$ cat src/rtl/vga_timing_gen_pkg.sv
// Shared timing defaults (640x480@60), the sync bundle type and a width helper
// for the VGA raster timing generator.
package vga_timing_gen_pkg;

    localparam int DEF_CLK_DIV  = 2;
    localparam int DEF_H_ACTIVE = 640;
    localparam int DEF_H_FP     = 16;
    localparam int DEF_H_SYNC   = 96;
    localparam int DEF_H_BP     = 48;
    localparam int DEF_V_ACTIVE = 480;
    localparam int DEF_V_FP     = 10;
    localparam int DEF_V_SYNC   = 2;
    localparam int DEF_V_BP     = 33;

    // Signals that travel together through the optional latency-matching stages.
    typedef struct packed {
        logic hsync;
        logic vsync;
        logic blank;
    } sync_t;

    // Bits needed to count 0..value-1; never less than one.
    function automatic int clog2(input int value);
        int width;
        int rem;
        width = 0;
        rem   = value - 1;
        while (rem > 0) begin
            width++;
            rem = rem >> 1;
        end
        return (width == 0) ? 1 : width;
    endfunction

endpackage

$ cat src/rtl/vga_timing_gen_delay_line.sv
// Enable-gated shift register of DEPTH stages; DEPTH=0 is a plain wire.
// Every stage resets to RST_VAL so delayed syncs come out inactive.
module vga_delay_line #(
    parameter int                WIDTH   = 1,
    parameter int                DEPTH   = 0,
    parameter logic [WIDTH-1:0]  RST_VAL = '0
) (
    input  logic             clk_i,
    input  logic             rst_ni,
    input  logic             en_i,
    input  logic [WIDTH-1:0] d_i,
    output logic [WIDTH-1:0] q_o
);

    generate
        if (DEPTH == 0) begin : g_bypass
            logic unused_ctrl;
            assign unused_ctrl = &{1'b0, clk_i, rst_ni, en_i};
            assign q_o = d_i;
        end else begin : g_pipe
            logic [WIDTH-1:0] stage_q [DEPTH];

            // NOTE: this small array is reset on purpose (unlike a RAM) because its
            // contents reach the DAC pins straight out of reset.
            always_ff @(posedge clk_i) begin
                if (!rst_ni) begin
                    for (int i = 0; i < DEPTH; i++) stage_q[i] <= RST_VAL;
                end else if (en_i) begin
                    stage_q[0] <= d_i;
                    for (int i = 1; i < DEPTH; i++) stage_q[i] <= stage_q[i-1];
                end
            end

            assign q_o = stage_q[DEPTH-1];
        end
    endgenerate

endmodule

$ cat src/rtl/vga_timing_gen.sv
// Parametrised VGA raster timing generator: pixel-clock divider, H/V counters,
// registered sync/blank/coordinate decode and a per-frame display-buffer swap.
module vga_timing_gen
    import vga_timing_gen_pkg::*;
#(
    parameter int CLK_DIV  = DEF_CLK_DIV,
    parameter int H_ACTIVE = DEF_H_ACTIVE,
    parameter int H_FP     = DEF_H_FP,
    parameter int H_SYNC   = DEF_H_SYNC,
    parameter int H_BP     = DEF_H_BP,
    parameter int V_ACTIVE = DEF_V_ACTIVE,
    parameter int V_FP     = DEF_V_FP,
    parameter int V_SYNC   = DEF_V_SYNC,
    parameter int V_BP     = DEF_V_BP,
    parameter bit HS_POL   = 1'b0,
    parameter bit VS_POL   = 1'b0,
    parameter int X_W      = 10,
    parameter int Y_W      = 9,
    parameter int PIPE     = 0
) (
    input  logic           real100clock,
    input  logic           resetN,
    output logic           pixelEn,
    output logic           VGAclock,
    output logic           hsync,
    output logic           vsync,
    output logic           VGAblank,
    output logic           VGAsync,
    output logic [X_W-1:0] xPixel,
    output logic [Y_W-1:0] yPixel,
    output logic           frameStart,
    output logic           lineStart,
    input  logic           swapReq,
    output logic           swapAck,
    output logic           bufSel
);

    localparam int H_TOTAL = H_ACTIVE + H_FP + H_SYNC + H_BP;
    localparam int V_TOTAL = V_ACTIVE + V_FP + V_SYNC + V_BP;
    localparam int H_W     = clog2(H_TOTAL);
    localparam int V_W     = clog2(V_TOTAL);
    localparam int DIV_W   = clog2(CLK_DIV);

    localparam logic [DIV_W-1:0] DIV_LAST = DIV_W'(CLK_DIV - 1);
    localparam logic [DIV_W-1:0] DIV_HALF = DIV_W'(CLK_DIV / 2);
    localparam logic [H_W-1:0]   H_LAST   = H_W'(H_TOTAL - 1);
    localparam logic [V_W-1:0]   V_LAST   = V_W'(V_TOTAL - 1);
    // One extra bit so a sync window ending exactly at a power of two still fits.
    localparam logic [H_W:0]     H_ACT    = (H_W+1)'(H_ACTIVE);
    localparam logic [H_W:0]     HS_START = (H_W+1)'(H_ACTIVE + H_FP);
    localparam logic [H_W:0]     HS_END   = (H_W+1)'(H_ACTIVE + H_FP + H_SYNC);
    localparam logic [V_W:0]     V_ACT    = (V_W+1)'(V_ACTIVE);
    localparam logic [V_W:0]     VS_START = (V_W+1)'(V_ACTIVE + V_FP);
    localparam logic [V_W:0]     VS_END   = (V_W+1)'(V_ACTIVE + V_FP + V_SYNC);
    localparam sync_t            SYNC_RST = '{hsync: ~HS_POL, vsync: ~VS_POL, blank: 1'b0};

    generate
        if (CLK_DIV < 2) begin : g_bad_clk_div
            $error("vga_timing_gen: CLK_DIV must be at least 2");
        end
        if (H_ACTIVE > (1 << X_W)) begin : g_bad_x_w
            $error("vga_timing_gen: X_W too narrow for H_ACTIVE");
        end
        if (V_ACTIVE > (1 << Y_W)) begin : g_bad_y_w
            $error("vga_timing_gen: Y_W too narrow for V_ACTIVE");
        end
    endgenerate

    logic [DIV_W-1:0] div_cnt_q, div_cnt_d;
    logic             pix_en_q, vga_clk_q;
    logic [H_W-1:0]   h_cnt_q, h_cnt_d;
    logic [V_W-1:0]   v_cnt_q, v_cnt_d;
    logic [H_W:0]     h_ext;
    logic [V_W:0]     v_ext;
    logic             h_vis, v_vis, swap_take;
    logic [X_W-1:0]   x_q, x_d;
    logic [Y_W-1:0]   y_q, y_d;
    sync_t            sync_q, sync_d, sync_out;
    logic             frame_start_q, line_start_q, swap_ack_q, buf_sel_q;

    assign h_ext = {1'b0, h_cnt_q};
    assign v_ext = {1'b0, v_cnt_q};

    always_comb begin
        div_cnt_d = (div_cnt_q == DIV_LAST) ? '0 : div_cnt_q + 1'b1;
        h_cnt_d   = h_cnt_q;
        v_cnt_d   = v_cnt_q;
        if (pix_en_q) begin
            if (h_cnt_q == H_LAST) begin
                h_cnt_d = '0;
                v_cnt_d = (v_cnt_q == V_LAST) ? '0 : v_cnt_q + 1'b1;
            end else begin
                h_cnt_d = h_cnt_q + 1'b1;
            end
        end
    end

    // Decode of the current counter position; loaded on pixelEn, so one pixel late.
    always_comb begin
        h_vis        = (h_ext < H_ACT);
        v_vis        = (v_ext < V_ACT);
        sync_d.hsync = (h_ext >= HS_START && h_ext < HS_END) ? HS_POL : ~HS_POL;
        sync_d.vsync = (v_ext >= VS_START && v_ext < VS_END) ? VS_POL : ~VS_POL;
        sync_d.blank = h_vis && v_vis;
        x_d          = h_vis ? X_W'(h_cnt_q) : '0;
        y_d          = v_vis ? Y_W'(v_cnt_q) : '0;
        swap_take    = pix_en_q && (h_cnt_q == '0) && (v_ext == V_ACT) && swapReq;
    end

    // NOTE: every register here is written with <= so all of them sample the
    // pre-edge counter values, which is what keeps the decode exactly one pixel behind.
    always_ff @(posedge real100clock) begin
        if (!resetN) begin
            div_cnt_q     <= '0;
            pix_en_q      <= 1'b0;
            vga_clk_q     <= 1'b0;
            h_cnt_q       <= '0;
            v_cnt_q       <= '0;
            x_q           <= '0;
            y_q           <= '0;
            sync_q        <= SYNC_RST;
            frame_start_q <= 1'b0;
            line_start_q  <= 1'b0;
            swap_ack_q    <= 1'b0;
            buf_sel_q     <= 1'b0;
        end else begin
            div_cnt_q     <= div_cnt_d;
            pix_en_q      <= (div_cnt_q == DIV_LAST);
            vga_clk_q     <= (div_cnt_q >= DIV_HALF);
            h_cnt_q       <= h_cnt_d;
            v_cnt_q       <= v_cnt_d;
            frame_start_q <= 1'b0;
            line_start_q  <= 1'b0;
            swap_ack_q    <= swap_take;
            if (swap_take) buf_sel_q <= ~buf_sel_q;
            if (pix_en_q) begin
                x_q           <= x_d;
                y_q           <= y_d;
                sync_q        <= sync_d;
                frame_start_q <= (h_cnt_q == '0) && (v_cnt_q == '0);
                line_start_q  <= (h_cnt_q == '0);
            end
        end
    end

    vga_delay_line #(
        .WIDTH   ($bits(sync_t)),
        .DEPTH   (PIPE),
        .RST_VAL (SYNC_RST)
    ) u_sync_delay (
        .clk_i  (real100clock),
        .rst_ni (resetN),
        .en_i   (pix_en_q),
        .d_i    (sync_q),
        .q_o    (sync_out)
    );

    assign pixelEn    = pix_en_q;
    assign VGAclock   = vga_clk_q;
    assign hsync      = sync_out.hsync;
    assign vsync      = sync_out.vsync;
    assign VGAblank   = sync_out.blank;
    assign VGAsync    = 1'b0;
    assign xPixel     = x_q;
    assign yPixel     = y_q;
    assign frameStart = frame_start_q;
    assign lineStart  = line_start_q;
    assign swapAck    = swap_ack_q;
    assign bufSel     = buf_sel_q;

endmodule

$ cat config.mk
export PLATFORM = sky130hd
export DESIGN_NAME = vga_timing_gen
export DESIGN_NICKNAME = d
export VERILOG_FILES = /design/src/rtl/vga_timing_gen_pkg.sv /design/src/rtl/vga_timing_gen_delay_line.sv /design/src/rtl/vga_timing_gen.sv
export SDC_FILE = /design/constraint.sdc
export NUM_CORES = 1
export LEC_CHECK = 0
export ABC_CLOCK_PERIOD_IN_PS = 3200
export CELL_PAD_IN_SITES_DETAIL_PLACEMENT = 2
export CELL_PAD_IN_SITES_GLOBAL_PLACEMENT = 2
export CORE_MARGIN = 3
export CORE_UTILIZATION = 35
export CTS_BUF_LIST = sky130_fd_sc_hd__clkbuf_16
export DETAILED_ROUTE_END_ITERATION = 8
export PLACE_DENSITY_LB_ADDON = 0.1
export SYNTH_ARGS = -nofsm -noshare
export SYNTH_HDL_FRONTEND = slang
export SYNTH_HIERARCHICAL = 1
export SYNTH_SLANG_ARGS = --single-unit
$ cat constraint.sdc
create_clock -name real100clock -period 3.2 [get_ports real100clock]
set_input_delay 0.64 -clock real100clock [delete_from_list [all_inputs] [get_ports real100clock]]
set_output_delay 0.64 -clock real100clock [all_outputs]
set_load 0.01 [all_outputs]
* Yosys cells after proc, flatten, opt, wreduce, memory -nomap -nowiden
Cells that the tools add are included.
** Word-level totals
- Input port bits :: 3
- Output and inout bits :: 29
- Logic and storage cells :: 47
- Register bits after elaboration :: 49
** Operators by class
- Bitwise logic cells :: 2
- Add/subtract/negate cells :: 3
- Eq/ne operators :: 3
- Multiplexer cells :: 6
- $lt $le $gt $ge :: 7
- Reductions and logical operators :: 12
** Operator list (number)
- $mux W10 :: 3
- $add A10 B1 Y10 const B :: 2
- $eq A10 B10 Y1 const B :: 2
- $logic_not A10 Y1 :: 2
- $lt A10 B10 Y1 const B :: 2
- $lt A10 B9 Y1 const B :: 2
- $eq A10 B9 Y1 const B :: 1
- $ge A10 B10 Y1 const B :: 1
- $ge A10 B9 Y1 const B :: 1
- $mux W9 :: 1
- $logic_and A1 B1 Y1 :: 7
- $reduce_and A2 Y1 :: 2
- $mux W1 :: 2
- $not A1 Y1 :: 2
- $reduce_or A2 Y1 :: 1
- $add A1 B1 Y1 const B :: 1
- $ge A1 B1 Y1 const B :: 1

* Longest topological paths before layout
- Depth after elaboration :: 4
- Gate-level depth with buffers :: 6
- Depth with buffers taken out :: 6

* Cells and area by module
Netlist, hierarchy kept.
** Modules (own cells, without submodules)
- vga_timing_gen :: cells each 245, area an instance 2203.4 um2, sequential area each 960.9 um2, instances 1
- vga_delay_line :: cells each 3, area an instance 22.5 um2, sequential area each 0.0 um2, instances 1

* Worst setup path before layout
No wires, ideal clock.
- Kind :: register to register
- From :: register h_cnt_q[0]
- To :: register v_cnt_q[8]
- Buffers on the path :: 1
- Data required time :: 3.074 ns
- Path slack :: 1.443 ns
- Stages on the path, launching flop included :: 7
- Setup time :: 0.126 ns
- Period minus slack after synthesis :: 1.757 ns
- Arrival time :: 1.630 ns
- Cell sequence :: dfxtp_1 -> ha_1 -> nand4_4 -> or3_1 -> buf_6 -> o311ai_2 -> o21ai_1
** Between the ends
- Longest elaborated chain between the ends :: 2
** RTL lines
- start, declared :: RTL line vga_timing_gen.sv:71 : logic [H_W-1:0] h_cnt_q, h_cnt_d;
- start signal, assigned :: RTL line vga_timing_gen.sv:130 : h_cnt_q <= h_cnt_d;
- $eq A10 B10 Y1 :: RTL line vga_timing_gen.sv:89 : if (h_cnt_q == H_LAST) begin
- $reduce_and A2 Y1 (no source line)
- end signal, assigned :: RTL line vga_timing_gen.sv:131 : v_cnt_q <= v_cnt_d;
- end, declared :: RTL line vga_timing_gen.sv:72 : logic [V_W-1:0] v_cnt_q, v_cnt_d;
Every way passes these cells.
A chain may end at the register's enable or synchronous reset.

==> flow_metrics.py <==
metrics = {
    "layout": {
        "nFillCells": 675,
        "nets": 274,
        "most-common-layout-cells": "dfxtp_1 (48), nor2_1 (38), clkdlybuf4s50_1 (30)",
        "postLayoutCoreUtil": 0.446,
        "n_antenna_cell": 0,
        "final_common_cell": "dfxtp_1",
        "area_delta_synth_final_pct": 20.6,
        "drive_gt1_frac": 0.0933,
    },
    "sta": {
        "worst_slew_pin_slew_ns": 0.500,
        "period_needed_ns": 2.42,
        "fin_tns_setup_ns": 0,
        "slew_viol_final": 0,
        "slew_headroom": 0.666,
        "max_clock_freq_ghz": 0.413,
        "rsz0062_at_grt": "no",
        "final-hold-violation-count": 0,
        "fin_skew_ns": 0.00747,
        "setup_viol": 0,
        "fin_ws_ns": 0.780,
        "finalCritPeriodShare": 0.756,
    },
    "synthesis": {
        "yosysTopAreaCellShare": 0.432,
        "synth_sequential_area_ratio": 0.432,
        "syn_nets": 255,
        "synthCells": 248,
        "netlist_area_um2": 2230,
        "yosys_warnings": 6,
        "yosysUniqueCellTypes": 49,
        "synth-async-reset-ratio": 0,
        "syn_avg_cell_area_um2": 8.98,
        "synthTopCellsByArea": "dfxtp_1 (43%), nor2_1 (6.4%), a21oi_1 (5.2%), nor2b_1 (5.1%), xnor2_1 (2.4%)",
        "yosysTopAreaCell": "dfxtp_1",
        "synthAdderAreaFrac": 0.0225,
        "synth_top_family_by_area": "simple AND/OR/NAND/NOR gates",
        "synth_xor_area_frac": 0.0472,
        "ys.flop_type": "dfxtp_1",
        "synth_edf_count": 0,
        "synth_mux_area_frac": 0.0135,
        "synth_compound_area_frac": 0.103,
        "yosys.area_share.simple": 0.307,
        "synth_seq_cells": 48,
    },
    "critical_path": {
        "critPathCaptureType": "output port",
        "worst-path-stages": 2,
        "crit_required_ns": 2.56,
        "slowest_stage": "dfxtp_1",
        "regToRegStartpoint": "pixelEn$_SDFF_PN0_",
        "cp-startpoint": "pixelEn$_SDFF_PN0_",
        "crit_fanout": 11,
        "timing_worst_setup_path_type": "reg -> out",
        "reg2reg_depth": 5,
        "max_stage_delay_ns": 0.63,
        "setup.worst_path.start_class": "flip-flop",
        "r2r_setup_slack_ns": 0.98,
        "path_delay_family": "buffers and inverters",
        "worstPathCellList": "buf_4 -> clkdlybuf4s50_1",
        "critPathBufInv": 2,
        "arrival_ns": 1.78,
        "r2r-end": "v_cnt_q[8]$_SDFFE_PN0P_",
        "crit_end": "VGAclock",
    },
    "power_and_ir_drop": {
        "clockPowerShare": 0.475,
        "cellLeakagePower_nw": 1.01,
        "combPwrFrac": 0.041,
        "powerDensity_nw_per_um2": 467,
        "p_int_uw": 987,
        "net-switching-power_uw": 268,
        "vdd_drop_max_uv": 207,
        "power_mw": 1.26,
        "swShare": 0.214,
        "seqPwrFrac": 0.484,
    },
    "drt": {
        "wl_per_cell_um": 17.8,
        "ant_nets": 0,
        "route.detailed.drc": 0,
        "dr_total_vias": 1817,
        "wl_um": 6100,
        "drt_iter0_markers": 55,
        "dr.pass1.iters": 4,
        "vias_per_cell": 5.30,
    },
    "placement": {
        "gp_congestion": 0.761,
        "portBuffers": 30,
        "hpwl_um": 4130,
        "pre_cts_ws_ns": 0.916,
    },
    "global_routing": {
        "grt_pass1_wl_um": 10400,
        "grt_overflow": 0,
        "grtUsageTotal": 0.181,
        "grt_start_max_net_pins": 26,
        "antenna_found_initial": 0,
        "grt_pass1_vias": 1960,
    },
    "clocking": {
        "clk_pin_slew_ns": 0.07,
        "clk_latency_ns": 0.29,
        "clockBufferDepth": 2,
        "cts_made_buffers": 5,
        "tritoncts": "yes",
        "clock-sinks": 48,
        "cts_resized": 0,
        "hold_buffers": 0,
        "htreeDepth": 2,
        "clockRootBuffer": "clkbuf_16",
        "post_cts_buffers": 0,
    },
    "die": {
        "coreArea_um2": 6030,
        "io_pins": 32,
        "dieArea_um2": 7350,
        "die_h_um": 85.7,
        "initial_utilization": 0.369,
        "rows": 28,
        "die_w_um": 85.7,
    },
    "flow_run": {
        "maxCapViolCount": 0,
    },
    "status": {
        "status": "finished clean",
    },
    "worst_hold_path": {
        "hold_path_class": "reg -> reg",
    },
}
layer usage:
layer | track usage | part of all wire
met5 | 0 | 0
met4 | 0.0432 | 0.0084
met3 | 0.0365 | 0.029
met2 | 0.302 | 0.48
met1 | 0.242 | 0.48
kinds of logic after synthesis:
family,after synthesis
fa+ha+maj,4
xor+xnor,12
simple gates,114
compound gates,36
other cells,1
buf+inv,30
mux,3
flops,48
how the worst min path moves through the flow:
stage / start / endpoint / slack (ns) / depth (start not counted)
floorplan: div_cnt_q$_SDFF_PP0_ / div_cnt_q$_SDFF_PP0_ / 0.38 / 1
global placement: div_cnt_q$_SDFF_PP0_ / div_cnt_q$_SDFF_PP0_ / 0.39 / 1
detailed placement: div_cnt_q$_SDFF_PP0_ / div_cnt_q$_SDFF_PP0_ / 0.40 / 1
CTS: div_cnt_q$_SDFF_PP0_ / div_cnt_q$_SDFF_PP0_ / 0.42 / 1
global route: div_cnt_q$_SDFF_PP0_ / div_cnt_q$_SDFF_PP0_ / 0.43 / 1
finish: div_cnt_q$_SDFF_PP0_ / div_cnt_q$_SDFF_PP0_ / 0.42 / 1
power groups by stage:
stage	registers, mW	logic, mW	clock network (mW)
4_1_cts	0.608	0.0528	0.611
6_report	0.608	0.0512	0.596
2_1_floorplan	0.620	0.0318	0
3_3_place_gp	0.622	0.0510	0
5_1_grt	0.608	0.0575	0.641
3_5_place_dp	0.622	0.0515	0
state kept, by name (all words and copies together) (netlist names):
name	cells
bufSel	1
div_cnt_q	1
pixelEn	1
frameStart	1
yPixel	9
v_cnt_q	10
xPixel	10
h_cnt_q	10
swapAck	1
lineStart	1
sync_q	3
worst reg2reg max path: stages, from the launching register on:
cell      delay, ns
dfxtp_1        0.63
buf_4          0.30
nand4_4        0.17
or3_1          0.56
o311ai_2       0.33
o21ai_1        0.11
area by class of cell:
| cell class | count | area [um^2] | area share |
|---|---|---|---|
| Clock buffer | 5 | 125 | 0.0466 |
| Clock inverter | 3 | 38.8 | 0.0144 |
| Inverter | 7 | 26.3 | 0.00979 |
| Multi-Input combinational cell | 170 | 1100 | 0.411 |
| Sequential cell | 48 | 961 | 0.358 |
| Tap cell | 75 | 93.8 | 0.0349 |
| Timing Repair Buffer | 35 | 338 | 0.126 |
per-stage QoR:
| stage | hold slack, ns | area [um^2] | cells |
|---|---|---|---|
| 4_1_cts | 0.418 | 2690 | 343 |
| 6_report | 0.421 | 2690 | 343 |
| 2_1_floorplan | 0.384 | 2230 | 248 |
| 3_3_place_gp | 0.391 | 2520 | 335 |
| 5_1_grt | 0.432 | 2690 | 343 |
| 3_5_place_dp | 0.400 | 2520 | 335 |
synth_stat cells, types with 2 or more instances:
master,n
or3b_2,2
mux2i_1,3
xor2_1,6
clkbuf_2,2
nor4_1,6
nor2b_1,18
nand2b_1,3
nand2_1,5
o22ai_1,2
xnor2_1,6
nor3_1,3
a21oi_1,23
nand3b_1,4
ha_1,4
and4_2,2
nor4b_1,2
and2_1,3
inv_1,7
buf_2,5
dfxtp_1,48
and3_1,3
nand4_1,6
buf_6,3
o21ai_0,2
clkbuf_1,7
buf_4,5
nor2_1,38
nand3_1,9
Power figures use the tool's default switching activity.
